$ cat src/rtl/load_store_unit.sv
// load_store_unit: multi-cycle RV32I data-memory access stage with alignment, encoding and timeout faults
// Ports: core side MemRead/MemWrite/Funct3/ALUResult/WriteData in, ReadData/Done/Stall and
//        MisalignedLoad/MisalignedStore/AccessFault out; memory side DMemReq/DMemWe/DMemAddr/
//        DMemWData/DMemBE out, DMemGnt/DMemRValid/DMemRData in.
module load_store_unit #(
   parameter int TIMEOUT = 64
) (
   input  logic        clk,
   input  logic        rst,
   input  logic        MemRead,
   input  logic        MemWrite,
   input  logic [2:0]  Funct3,
   input  logic [31:0] ALUResult,
   input  logic [31:0] WriteData,
   output logic [31:0] ReadData,
   output logic        Done,
   output logic        Stall,
   output logic        MisalignedLoad,
   output logic        MisalignedStore,
   output logic        AccessFault,
   output logic        DMemReq,
   output logic        DMemWe,
   output logic [31:0] DMemAddr,
   output logic [31:0] DMemWData,
   output logic [3:0]  DMemBE,
   input  logic        DMemGnt,
   input  logic        DMemRValid,
   input  logic [31:0] DMemRData
);
   localparam logic [1:0] IDLE = 2'd0, REQ = 2'd1, WAIT = 2'd2, DONE = 2'd3;
   logic [1:0]  state_q, state_d;
   logic [7:0]  cnt_q, cnt_d;
   logic [1:0]  off_q, off_d;
   logic [2:0]  f3_q, f3_d;
   logic [31:0] rdata_q, rdata_d, addr_q, addr_d, wdata_q, wdata_d;
   logic [3:0]  be_q, be_d;
   logic        req_q, req_d, we_q, we_d, af_q, af_d, ml_q, ml_d, ms_q, ms_d;
   logic        acc, ill, mis, tmo;
   logic [3:0]  be_new;
   logic [31:0] wd_new, sh, ext;
   always_comb begin
      acc = MemRead | MemWrite;
      ill = (MemRead & MemWrite) | (MemRead & (Funct3 == 3'b011 | Funct3[2:1] == 2'b11))
          | (MemWrite & Funct3 >= 3'b011);
      // illegal encodings take priority so only one fault flag is ever raised
      mis = !ill & ((Funct3[1:0] == 2'b01 & ALUResult[0]) | (Funct3[1:0] == 2'b10 & ALUResult[1:0] != 2'b00));
      be_new = Funct3[1:0] == 2'b00 ? 4'b0001 << ALUResult[1:0]
             : Funct3[1:0] == 2'b01 ? (ALUResult[1] ? 4'b1100 : 4'b0011) : 4'b1111;
      wd_new = Funct3[1:0] == 2'b00 ? {4{WriteData[7:0]}}
             : Funct3[1:0] == 2'b01 ? {2{WriteData[15:0]}} : WriteData;
      tmo = cnt_q == 8'(TIMEOUT - 1);
      sh = DMemRData >> {off_q, 3'b000};
      ext = f3_q == 3'b000 ? {{24{sh[7]}}, sh[7:0]}
          : f3_q == 3'b001 ? {{16{sh[15]}}, sh[15:0]}
          : f3_q == 3'b100 ? {24'd0, sh[7:0]}
          : f3_q == 3'b101 ? {16'd0, sh[15:0]} : sh;
   end
   always_comb begin
      state_d = state_q;
      cnt_d = cnt_q;
      off_d = off_q;
      f3_d = f3_q;
      addr_d = addr_q;
      wdata_d = wdata_q;
      be_d = be_q;
      req_d = req_q;
      we_d = we_q;
      rdata_d = rdata_q;
      af_d = af_q;
      ml_d = ml_q;
      ms_d = ms_q;
      case (state_q)
         IDLE: if (acc) begin
            off_d = ALUResult[1:0];
            f3_d = Funct3;
            addr_d = {ALUResult[31:2], 2'b00};
            wdata_d = wd_new;
            be_d = be_new;
            we_d = MemWrite;
            af_d = ill;
            ml_d = mis & MemRead;
            ms_d = mis & MemWrite;
            req_d = !(ill | mis);
            cnt_d = 8'd0;
            state_d = (ill | mis) ? DONE : REQ;
         end
         REQ: begin
            cnt_d = cnt_q + 8'd1;
            // a grant in the timeout cycle still completes the access
            if (DMemGnt | tmo) begin
               req_d = 1'b0;
               af_d = !DMemGnt;
               state_d = (DMemGnt & !we_q) ? WAIT : DONE;
            end
         end
         WAIT: begin
            cnt_d = cnt_q + 8'd1;
            if (DMemRValid | tmo) begin
               af_d = !DMemRValid;
               rdata_d = DMemRValid ? ext : rdata_q;
               state_d = DONE;
            end
         end
         default: state_d = IDLE;
      endcase
   end
   always_ff @(posedge clk or posedge rst) begin
      if (rst) begin
         state_q <= IDLE;
         cnt_q <= 8'd0;
         off_q <= 2'd0;
         f3_q <= 3'd0;
         addr_q <= 32'd0;
         wdata_q <= 32'd0;
         be_q <= 4'd0;
         req_q <= 1'b0;
         we_q <= 1'b0;
         rdata_q <= 32'd0;
         af_q <= 1'b0;
         ml_q <= 1'b0;
         ms_q <= 1'b0;
      end else begin
         state_q <= state_d;
         cnt_q <= cnt_d;
         off_q <= off_d;
         f3_q <= f3_d;
         addr_q <= addr_d;
         wdata_q <= wdata_d;
         be_q <= be_d;
         req_q <= req_d;
         we_q <= we_d;
         rdata_q <= rdata_d;
         af_q <= af_d;
         ml_q <= ml_d;
         ms_q <= ms_d;
      end
   end
   assign Done = state_q == DONE;
   assign Stall = (state_q == IDLE & acc) | state_q == REQ | state_q == WAIT;
   assign MisalignedLoad = ml_q & Done;
   assign MisalignedStore = ms_q & Done;
   assign AccessFault = af_q & Done;
   assign ReadData = rdata_q;
   assign DMemReq = req_q;
   assign DMemWe = we_q;
   assign DMemAddr = addr_q;
   assign DMemWData = wdata_q;
   assign DMemBE = be_q;
endmodule

$ cat config.mk
export PLATFORM = sky130hd
export DESIGN_NAME = load_store_unit
export DESIGN_NICKNAME = d
export VERILOG_FILES = /design/src/rtl/load_store_unit.sv
export SDC_FILE = /design/constraint.sdc
export NUM_CORES = 1
export LEC_CHECK = 0
export BUFFER_PORTS_ARGS = -buffer_cell sky130_fd_sc_hd__clkbuf_2
export CAP_MARGIN = 20
export CORE_MARGIN = 3
export CORE_UTILIZATION = 50
export CTS_CLUSTER_DIAMETER = 60
export CTS_CLUSTER_SIZE = 20
export DETAILED_ROUTE_END_ITERATION = 8
export PLACE_DENSITY_LB_ADDON = 0.08
export SETUP_SLACK_MARGIN = 0.4
export SLEW_MARGIN = 20
export SYNTH_ARGS = -nofsm -noshare
export SYNTH_HDL_FRONTEND = slang
export SYNTH_SLANG_ARGS = --single-unit
$ cat constraint.sdc
create_clock -name clk -period 3.67 [get_ports clk]
set_input_delay 0.1835 -clock clk [delete_from_list [all_inputs] [get_ports clk]]
set_output_delay 0.1835 -clock clk [all_outputs]
set_load 0.02 [all_outputs]
==> results of run 1 <==
## cells in the mapped netlist (4+ instances only)
| cell | n |
|---|---|
| sky130_fd_sc_hd__dfrtp_1 | 118 |
| sky130_fd_sc_hd__o21ai_0 | 89 |
| sky130_fd_sc_hd__mux2_2 | 60 |
| sky130_fd_sc_hd__nand2_1 | 50 |
| sky130_fd_sc_hd__mux2i_1 | 35 |
| sky130_fd_sc_hd__a21oi_1 | 22 |
| sky130_fd_sc_hd__clkbuf_1 | 20 |
| sky130_fd_sc_hd__nor2_1 | 20 |
| sky130_fd_sc_hd__a22oi_1 | 16 |
| sky130_fd_sc_hd__buf_2 | 11 |
| sky130_fd_sc_hd__o21ai_1 | 11 |
| sky130_fd_sc_hd__o21a_1 | 9 |
| sky130_fd_sc_hd__nor2b_1 | 8 |
| sky130_fd_sc_hd__a211oi_1 | 7 |
| sky130_fd_sc_hd__a2bb2oi_1 | 7 |
| sky130_fd_sc_hd__inv_1 | 7 |
| sky130_fd_sc_hd__and2_1 | 5 |
| sky130_fd_sc_hd__ha_1 | 5 |
| sky130_fd_sc_hd__nor3_1 | 5 |
| sky130_fd_sc_hd__buf_4 | 4 |
## through the flow
stage | cells | setup slack, ns | area [sq um]
detailed placement | 864 | 1.42 | 6940
CTS | 921 | 1.32 | 7800
global route | 923 | 1.14 | 7820
global placement | 864 | 1.49 | 6940
floorplan | 550 | 1.81 | 5850
finish | 923 | 1.32 | 7820
## layout make-up
type | instances | area [sq um]
flip-flops and latches | 118 | 2950
repair buffers | 240 | 1370
fillers | 843 | 3310
inverters | 7 | 30.0
well taps | 140 | 175
multi-input cells | 386 | 2680
clock inverters | 12 | 150
clock buffers | 20 | 457
## cell families after synthesis
kind of cell    after synthesis  share of synthesized area, %
compound gates              174                          17.5
other cells                   1                        0.0642
buf+inv                      46                          3.85
flops                       118                          50.5
fa+ha+maj                     5                          1.07
simple gates                109                          9.08
mux                          96                          17.9
## registers in the layout (all words and copies together) (netlist names), 2 cells and up
register	flops
f3_q	3
DMemBE	4
off_q	2
cnt_q	8
ReadData	32
DMemAddr	30
state_q	2
DMemWData	32
## final timing paths
kind,startpoint,endpoint,slack [ns]
worst min register to register,ml_q$_DFFE_PP0P_,ml_q$_DFFE_PP0P_,0.47
worst max-delay path,state_q[0]$_DFFE_PP0P_,Stall,1.32
worst min-delay path,ALUResult[7],DMemAddr[7]$_DFFE_PP0P_,0.02
min in group asynchronous,rst,ReadData[1]$_DFFE_PP0P_,0.52
worst max register to register,off_q[1]$_DFFE_PP0P_,ReadData[26]$_DFFE_PP0P_,1.39
max in group asynchronous,rst,DMemWData[30]$_DFFE_PP0P_,2.69
## critical path: cells and delay by family (launching register included)
kind / cells / cell delay (ns)
buf+inv: 3 / 0.65
flops: 1 / 0.40
fa+ha+maj: 1 / 0.32
compound gates: 1 / 0.27
simple gates: 1 / 0.11
## metal layers
metal,share of wire (%),up-vias,global-route usage (%),wire [um]
met5,0,-,0,0
met4,1.7,0,7.92,271
met3,8.7,25,10.0,1390
met2,49,208,40.0,7780
met1,40,2488,30.6,6410
li1,-,2421,-,-
## where the power goes
part | internal, mW | switching, mW
Combinational | 1.34 | 2.03
Clock | 1.10 | 0.592
Sequential | 1.93 | 0.433
## repair_timing
action | in CTS | in global routing
hold buffers | 25 | 2
gates resized for setup | 0 | 0
endpoints found under the hold margin | 142 | 2
==> impl_summary.txt, run 1 <==
----------------------------------------------------
[Clocking]
  CTS sink cnt ... about 120
  Maximum buffer depth of the clock tree ... 2
  H-tree depth ... 4
  Post-CTS repair timing setup buffer count ... 0
  Number of buffers added by the clock tree synthesis step ... 17
  TritonCTS clock tree ... built
  Register clock-pin slew on the reported worst setup and hold paths ... 0.05 ns
  Root buffer cell ... sky130_fd_sc_hd__clkbuf_16
  Skew-Pair Late Insertion Delay ... 0.41 ns

[Drt]
  Via total after detailed routing ... ~5.1k
  Sum of routed wire length over all layers ... between 15000 and 20000 um
  Ratio of routed vias to standard cells ... about 5.6
  Number of DRC violations after detailed-routing iteration 0 ... 440
  Iteration count of the initial detailed-routing pass ... 6
  Average routed wire per standard cell ... roughly 17 um
  Number of nets with antenna violations after routing ... 0
  DRC viols ... 0

[Critical path]
  Worst setup SP type ... flop
  Slowest CP cell ... sky130_fd_sc_hd__dfrtp_1
  Crit-path cells ... inv_1, ha_1, o21ai_4, buf_12, nand2_1, clkbuf_2
  CP endpoint kind ... primary output
  Maximum fanout encountered on the critical timing path ... 90
  Setup Crit Path Kind ... reg2out
  Arrival time reported for the critical path endpoint ... 2.16 ns
  Worst Reg2Reg Path Length in Cells ... 4
  Data required time at the worst endpoint ... 3.49 ns
  Peak per-stage delay on the critical path ... roughly 0.40 ns

[Pwr]
  Power density over the cells ... 950 nW/um^2
  Total power ... ~7.4 mW
  Pleak ... around 3.7 nW
  VDD IR-drop max ... roughly 0.63 mV

[STA]
  Summed negative setup slack over all endpoints ... 0 ns
  Setup repair after global routing missed its margin ... no
  Worst hold slack ... ~0.015 ns
  Post-route clock skew ... 0.00510 ns
  Final Cycle Share ... between 60% and 70%
  Worst slew margin ... between 30% and 40%
  Setup-violating endpoint count in the final report ... 0
  Worst Tran Pin Value ... slightly above 1 ns
  Post-layout min period ... 2.35 ns
  Highest attainable clock frequency ... ~430 MHz
  Fin. Hold Viols ... 0
  Number of pins with negative max-slew slack in the final report ... 0

[Synth]
  Number of warnings reported in the yosys synthesis log ... 0
  Unique cell type count in the Yosys netlist ... 46
  Number of instances in the synthesized netlist ... approximately 550
  Number of synthesized register bits ... ~120
  Most area-hungry cell type in the Yosys netlist ... sky130_fd_sc_hd__dfrtp_1
  Primary flip-flop cell chosen by synthesis mapping ... sky130_fd_sc_hd__dfrtp_1
  Share of flip-flops with an asynchronous set or reset after synthesis ... between 90% and 100%
  Sequential fraction of the synthesis area ... about half
  Mean instance size in the synthesized netlist ... between 10 and 15 sq um
  EDFF count, synth ... 0
  Top post-synthesis cells by area ... sky130_fd_sc_hd__dfrtp_1 (51%), sky130_fd_sc_hd__mux2_2 (12%), sky130_fd_sc_hd__o21ai_0 (7.6%), sky130_fd_sc_hd__mux2i_1 (6.0%), sky130_fd_sc_hd__nand2_1 (3.2%)
  Fraction of synthesized cell area taken by the top area cell type ... 50.5%
  Cell area after synthesis ... just under 6000 sq um

[Floorplan]
  Ports ... ~210
  Height of the die ... roughly 110 um
  DIE WIDTH ... about 110 um
  Core area ... 11100 sq um
  Initial core utilization ... between 50% and 60%
  Total die area ... ~13000 sq um
  Placement row count ... 38

[Min path]
  Depth of the worst hold-timing path ... 2
  Path class of the lowest-slack min-delay path ... in2reg

[Cells and area]
  Area growth syn-to-layout ... 33.8%
  Number of inserted diodes ... 0
  Final Core Density ... 70.3%
  Most common cell after layout, fill and taps aside ... sky130_fd_sc_hd__clkbuf_2
  Commonest cells after routing, fill and taps aside ... sky130_fd_sc_hd__clkbuf_2 (209), sky130_fd_sc_hd__dfrtp_1 (118), sky130_fd_sc_hd__o21ai_0 (89)
  Fin nets ... about 900
  Fraction of layout instances using a drive strength above 1 ... 40.5%

[Global routing]
  Maximum number of pins on one net before global-route repair ... about 120
  Number of global-route vias before repair ... ~5k
  First-pass GRT wire length ... roughly 26000 um
  Number of antenna violations at the first check in global routing ... 0
  Total routing usage reported by global routing ... about a quarter
  Congestion Overflow GR ... 0

[Placed design]
  Final RePlAce weighted congestion ... between 0.8 and 0.9
  # port buffers ... between 200 and 250
  Half-perimeter wire length of the detailed placement result ... roughly 11000 um

[Outcome]
  Outcome ... completed

[Run]
  Maximum capacitance violations ... 0

----------------------------------------------------
(Power assumes the default switching activity.)
==> inputs of run 2 (changes only) <==
CORE_UTILIZATION = 45   (was 50)
clock period = 1.9 ns   (was 3.67 ns; I/O delays follow)
==> run 2 against run 1 <==
The run now ends with hold timing left. Sequential power up 100%. Clock skew up 0.00054 ns. Power is 150% higher. Die area up 11%. Combinational power grew to 3.1 times the previous value. Clock power increased by 89%. Routed wire length increased by 38%. Highest routed layer unchanged. Final area grew 27%. Worst hold slack got worse by 0.031 ns. Non-clock buffer count up 102.
==> impl_summary.txt, run 2 (synthesized netlist as in run 1, its figures left out) <==
----------------------------------------------------
[Critical path]
  Arrival time reported for the critical path endpoint ... slightly above 2 ns
  Maximum fanout encountered on the critical timing path ... 6
  Peak per-stage delay on the critical path ... ~0.44 ns
  Slowest CP cell ... sky130_fd_sc_hd__dfrtp_1
  Kind of cell adding the most delay to the critical path ... multiplexers
  Data required time at the worst endpoint ... between 2 and 2.5 ns
  Crit-path cells ... inv_2, ha_4, inv_1, mux2_2, mux2_4
  Worst setup SP type ... flop
  Buffers & Inverters on Critical Path ... 2
  Setup Crit Path Kind ... reg2reg
  CP endpoint kind ... flop

[Run]
  Maximum capacitance violations ... 0

[STA]
  Setup repair after global routing missed its margin ... yes
  Fin. Hold Viols ... 1
  Setup-violating endpoint count in the final report ... 0
  Worst hold slack ... -0.0157 ns
  Worst slew margin ... between 50 and 60%
  Post-layout min period ... roughly 1.8 ns
  Worst Tran Pin Value ... roughly 0.66 ns
  Post-route clock skew ... between 0.005 and 0.006 ns
  Summed negative setup slack over all endpoints ... 0 ns
  Highest attainable clock frequency ... between 500 and 600 MHz
  Final Cycle Share ... 92.3%
  Number of pins with negative max-slew slack in the final report ... 0

[Pwr]
  Power density over the cells ... 1860 nW/um^2
  Sw frac ... 40.8%
  Part of the total power dissipated in sequential elements ... a little over a quarter
  Net switching power figure ... between 7 and 8 mW
  Share of total power in the clock network ... 17.4%
  VDD IR-drop max ... about 0.89 mV
  Cell internal pwr ... roughly 11 mW
  Pleak ... 4.76 nW
  Total power ... approximately 18 mW
  Combinational group share of total power ... between 50% and 60%

[Clocking]
  CTS sink cnt ... 118
  H-tree depth ... 4
  Number of buffers added by the clock tree synthesis step ... 17
  Root buffer cell ... sky130_fd_sc_hd__clkbuf_16
  TritonCTS clock tree ... built
  Skew-Pair Late Insertion Delay ... 0.41 ns
  Maximum buffer depth of the clock tree ... 2
  Register clock-pin slew on the reported worst setup and hold paths ... ~0.050 ns

[Cells and area]
  Most common cell after layout, fill and taps aside ... sky130_fd_sc_hd__clkbuf_2
  Number of inserted diodes ... 0
  Area growth syn-to-layout ... 69.9%
  Commonest cells after routing, fill and taps aside ... sky130_fd_sc_hd__clkbuf_2 (208), sky130_fd_sc_hd__dfrtp_1 (116), sky130_fd_sc_hd__dlygate4sd3_1 (63)
  Fraction of layout instances using a drive strength above 1 ... about 54%
  Count of placed standard cells in the final layout, fillers left out ... approximately 1.1k
  Final non-filler cell area ... about 9900 sq um
  Fin nets ... 983

[Placed design]
  # port buffers ... about 210
  Cell Count Post-Placement ... 909
  Half-perimeter wire length of the detailed placement result ... 11300 um
  Placed instance area ... 7170 sq um
  Final RePlAce weighted congestion ... 0.862

[Drt]
  Sum of routed wire length over all layers ... 21900 um
  Number of nets with antenna violations after routing ... 0
  Max layer used ... met4
  Number of DRC violations after detailed-routing iteration 0 ... 464
  Total length of routed met2 wires ... 11700 um
  Wire length on met1 ... 8500 um
  Average routed wire per standard cell ... slightly above 20 um
  Routed length on met3 ... approximately 1200 um
  Ratio of routed vias to standard cells ... roughly 5.6
  Iteration count of the initial detailed-routing pass ... 5
  Via total after detailed routing ... between 5k and 6k
  DRC viols ... 0

[Global routing]
  Number of global-route vias before repair ... about 5.8k
  Maximum number of pins on one net before global-route repair ... ~50
  First-pass GRT wire length ... 30000 um
  Congestion Overflow GR ... 0
  Number of antenna violations at the first check in global routing ... 0
  Total routing usage reported by global routing ... 26.4%

[Floorplan]
  Height of the die ... approximately 120 um
  Placement row count ... around 40
  Total die area ... ~14000 sq um
  DIE WIDTH ... approximately 120 um
  Ports ... 212
  Initial core utilization ... a little under half
  Core area ... between 10000 and 15000 sq um

[Outcome]
  Outcome ... finished, violations left
  Failing checks ... hold timing

[Min path]
  Path class of the lowest-slack min-delay path ... in2reg

----------------------------------------------------
## run 2: cell types whose count changed in the layout (fill, tap and decap cells not counted), moves of 13 or more
cell	change
sky130_fd_sc_hd__o21ai_0	-74
sky130_fd_sc_hd__mux2_2	-47
sky130_fd_sc_hd__mux2_4	+47
sky130_fd_sc_hd__o21ai_2	+40
sky130_fd_sc_hd__dlygate4sd3_1	+36
sky130_fd_sc_hd__o21ai_1	+33
sky130_fd_sc_hd__nand2_1	-25
sky130_fd_sc_hd__buf_4	+22
sky130_fd_sc_hd__buf_12	+15
sky130_fd_sc_hd__nand2_4	+13
## run 2: final cells by class
class                           instances  area (sq um)
Sequential cell                       118          2960
Multi-Input combinational cell        387          3350
Clock buffer                           23           488
Timing Repair Buffer                  342          2800
Inverter                                7          30.0
Tap cell                              172           215
Fill cell                             782          2740
Clock inverter                          8          97.6
## run 2: power groups by stage
stage | Clock (mW) | Sequential [mW] | Combinational [mW]
after CTS | 3.23 | 4.56 | 8.59
after floorplan | 0 | 5.67 | 3.53
final | 3.20 | 4.79 | 10.4
after global routing | 3.36 | 4.92 | 11.0
after detailed placement | 0 | 4.53 | 6.86
after global placement | 0 | 4.45 | 6.74
## run 2: worst min-delay path: cells and delay by family
kind | cells | cell delay, ns
compound gates | 1 | 0.12
buf+inv | 1 | 0.08
mux | 1 | 0.07
## run 2: repair_timing
item | 4_1_cts | 5_1_grt
cloned | 13 | 6
hold endpoints to repair | 87 | 0
endpoints found under the setup margin | 97 | 119
gates resized for setup | 98 | 161
setup buffers | 15 | 20
hold buffers | 63 | 0
pin swaps | 13 | 33
## run 2: path summary, 6_finish.rpt
| path | depth (start not counted) | end | slack (ns) | startpoint |
|---|---|---|---|---|
| max | 5 | af_q$_DFFE_PP0P_ | 0.15 | state_q[0]$_DFFE_PP0P_ |
| min | 3 | DMemWData[20]$_DFFE_PP0P_ | -0.02 | WriteData[20] |
| max reg2reg | 5 | af_q$_DFFE_PP0P_ | 0.15 | state_q[0]$_DFFE_PP0P_ |
| min reg2reg | 2 | ml_q$_DFFE_PP0P_ | 0.46 | ml_q$_DFFE_PP0P_ |
| max in group asynchronous | 4 | off_q[0]$_DFFE_PP0P_ | 0.91 | rst |
| min in group asynchronous | 3 | ReadData[3]$_DFFE_PP0P_ | 0.31 | rst |
## run 2: metal layers
layer | global-route usage (%) | up-vias
met5 | 0 | -
met4 | 8.52 | 0
met3 | 6.03 | 40
met2 | 46.2 | 268
met1 | 32.4 | 2970
li1 | - | 2651
## run 2: metrics by stage
stage	setup slack (ns)	utilization [%]
after floorplan	0.218	-
after global placement	0.153	56.6
after detailed placement	0.0920	56.6
after CTS	0.186	72.0
after global routing	0.111	78.4
final	0.146	78.4
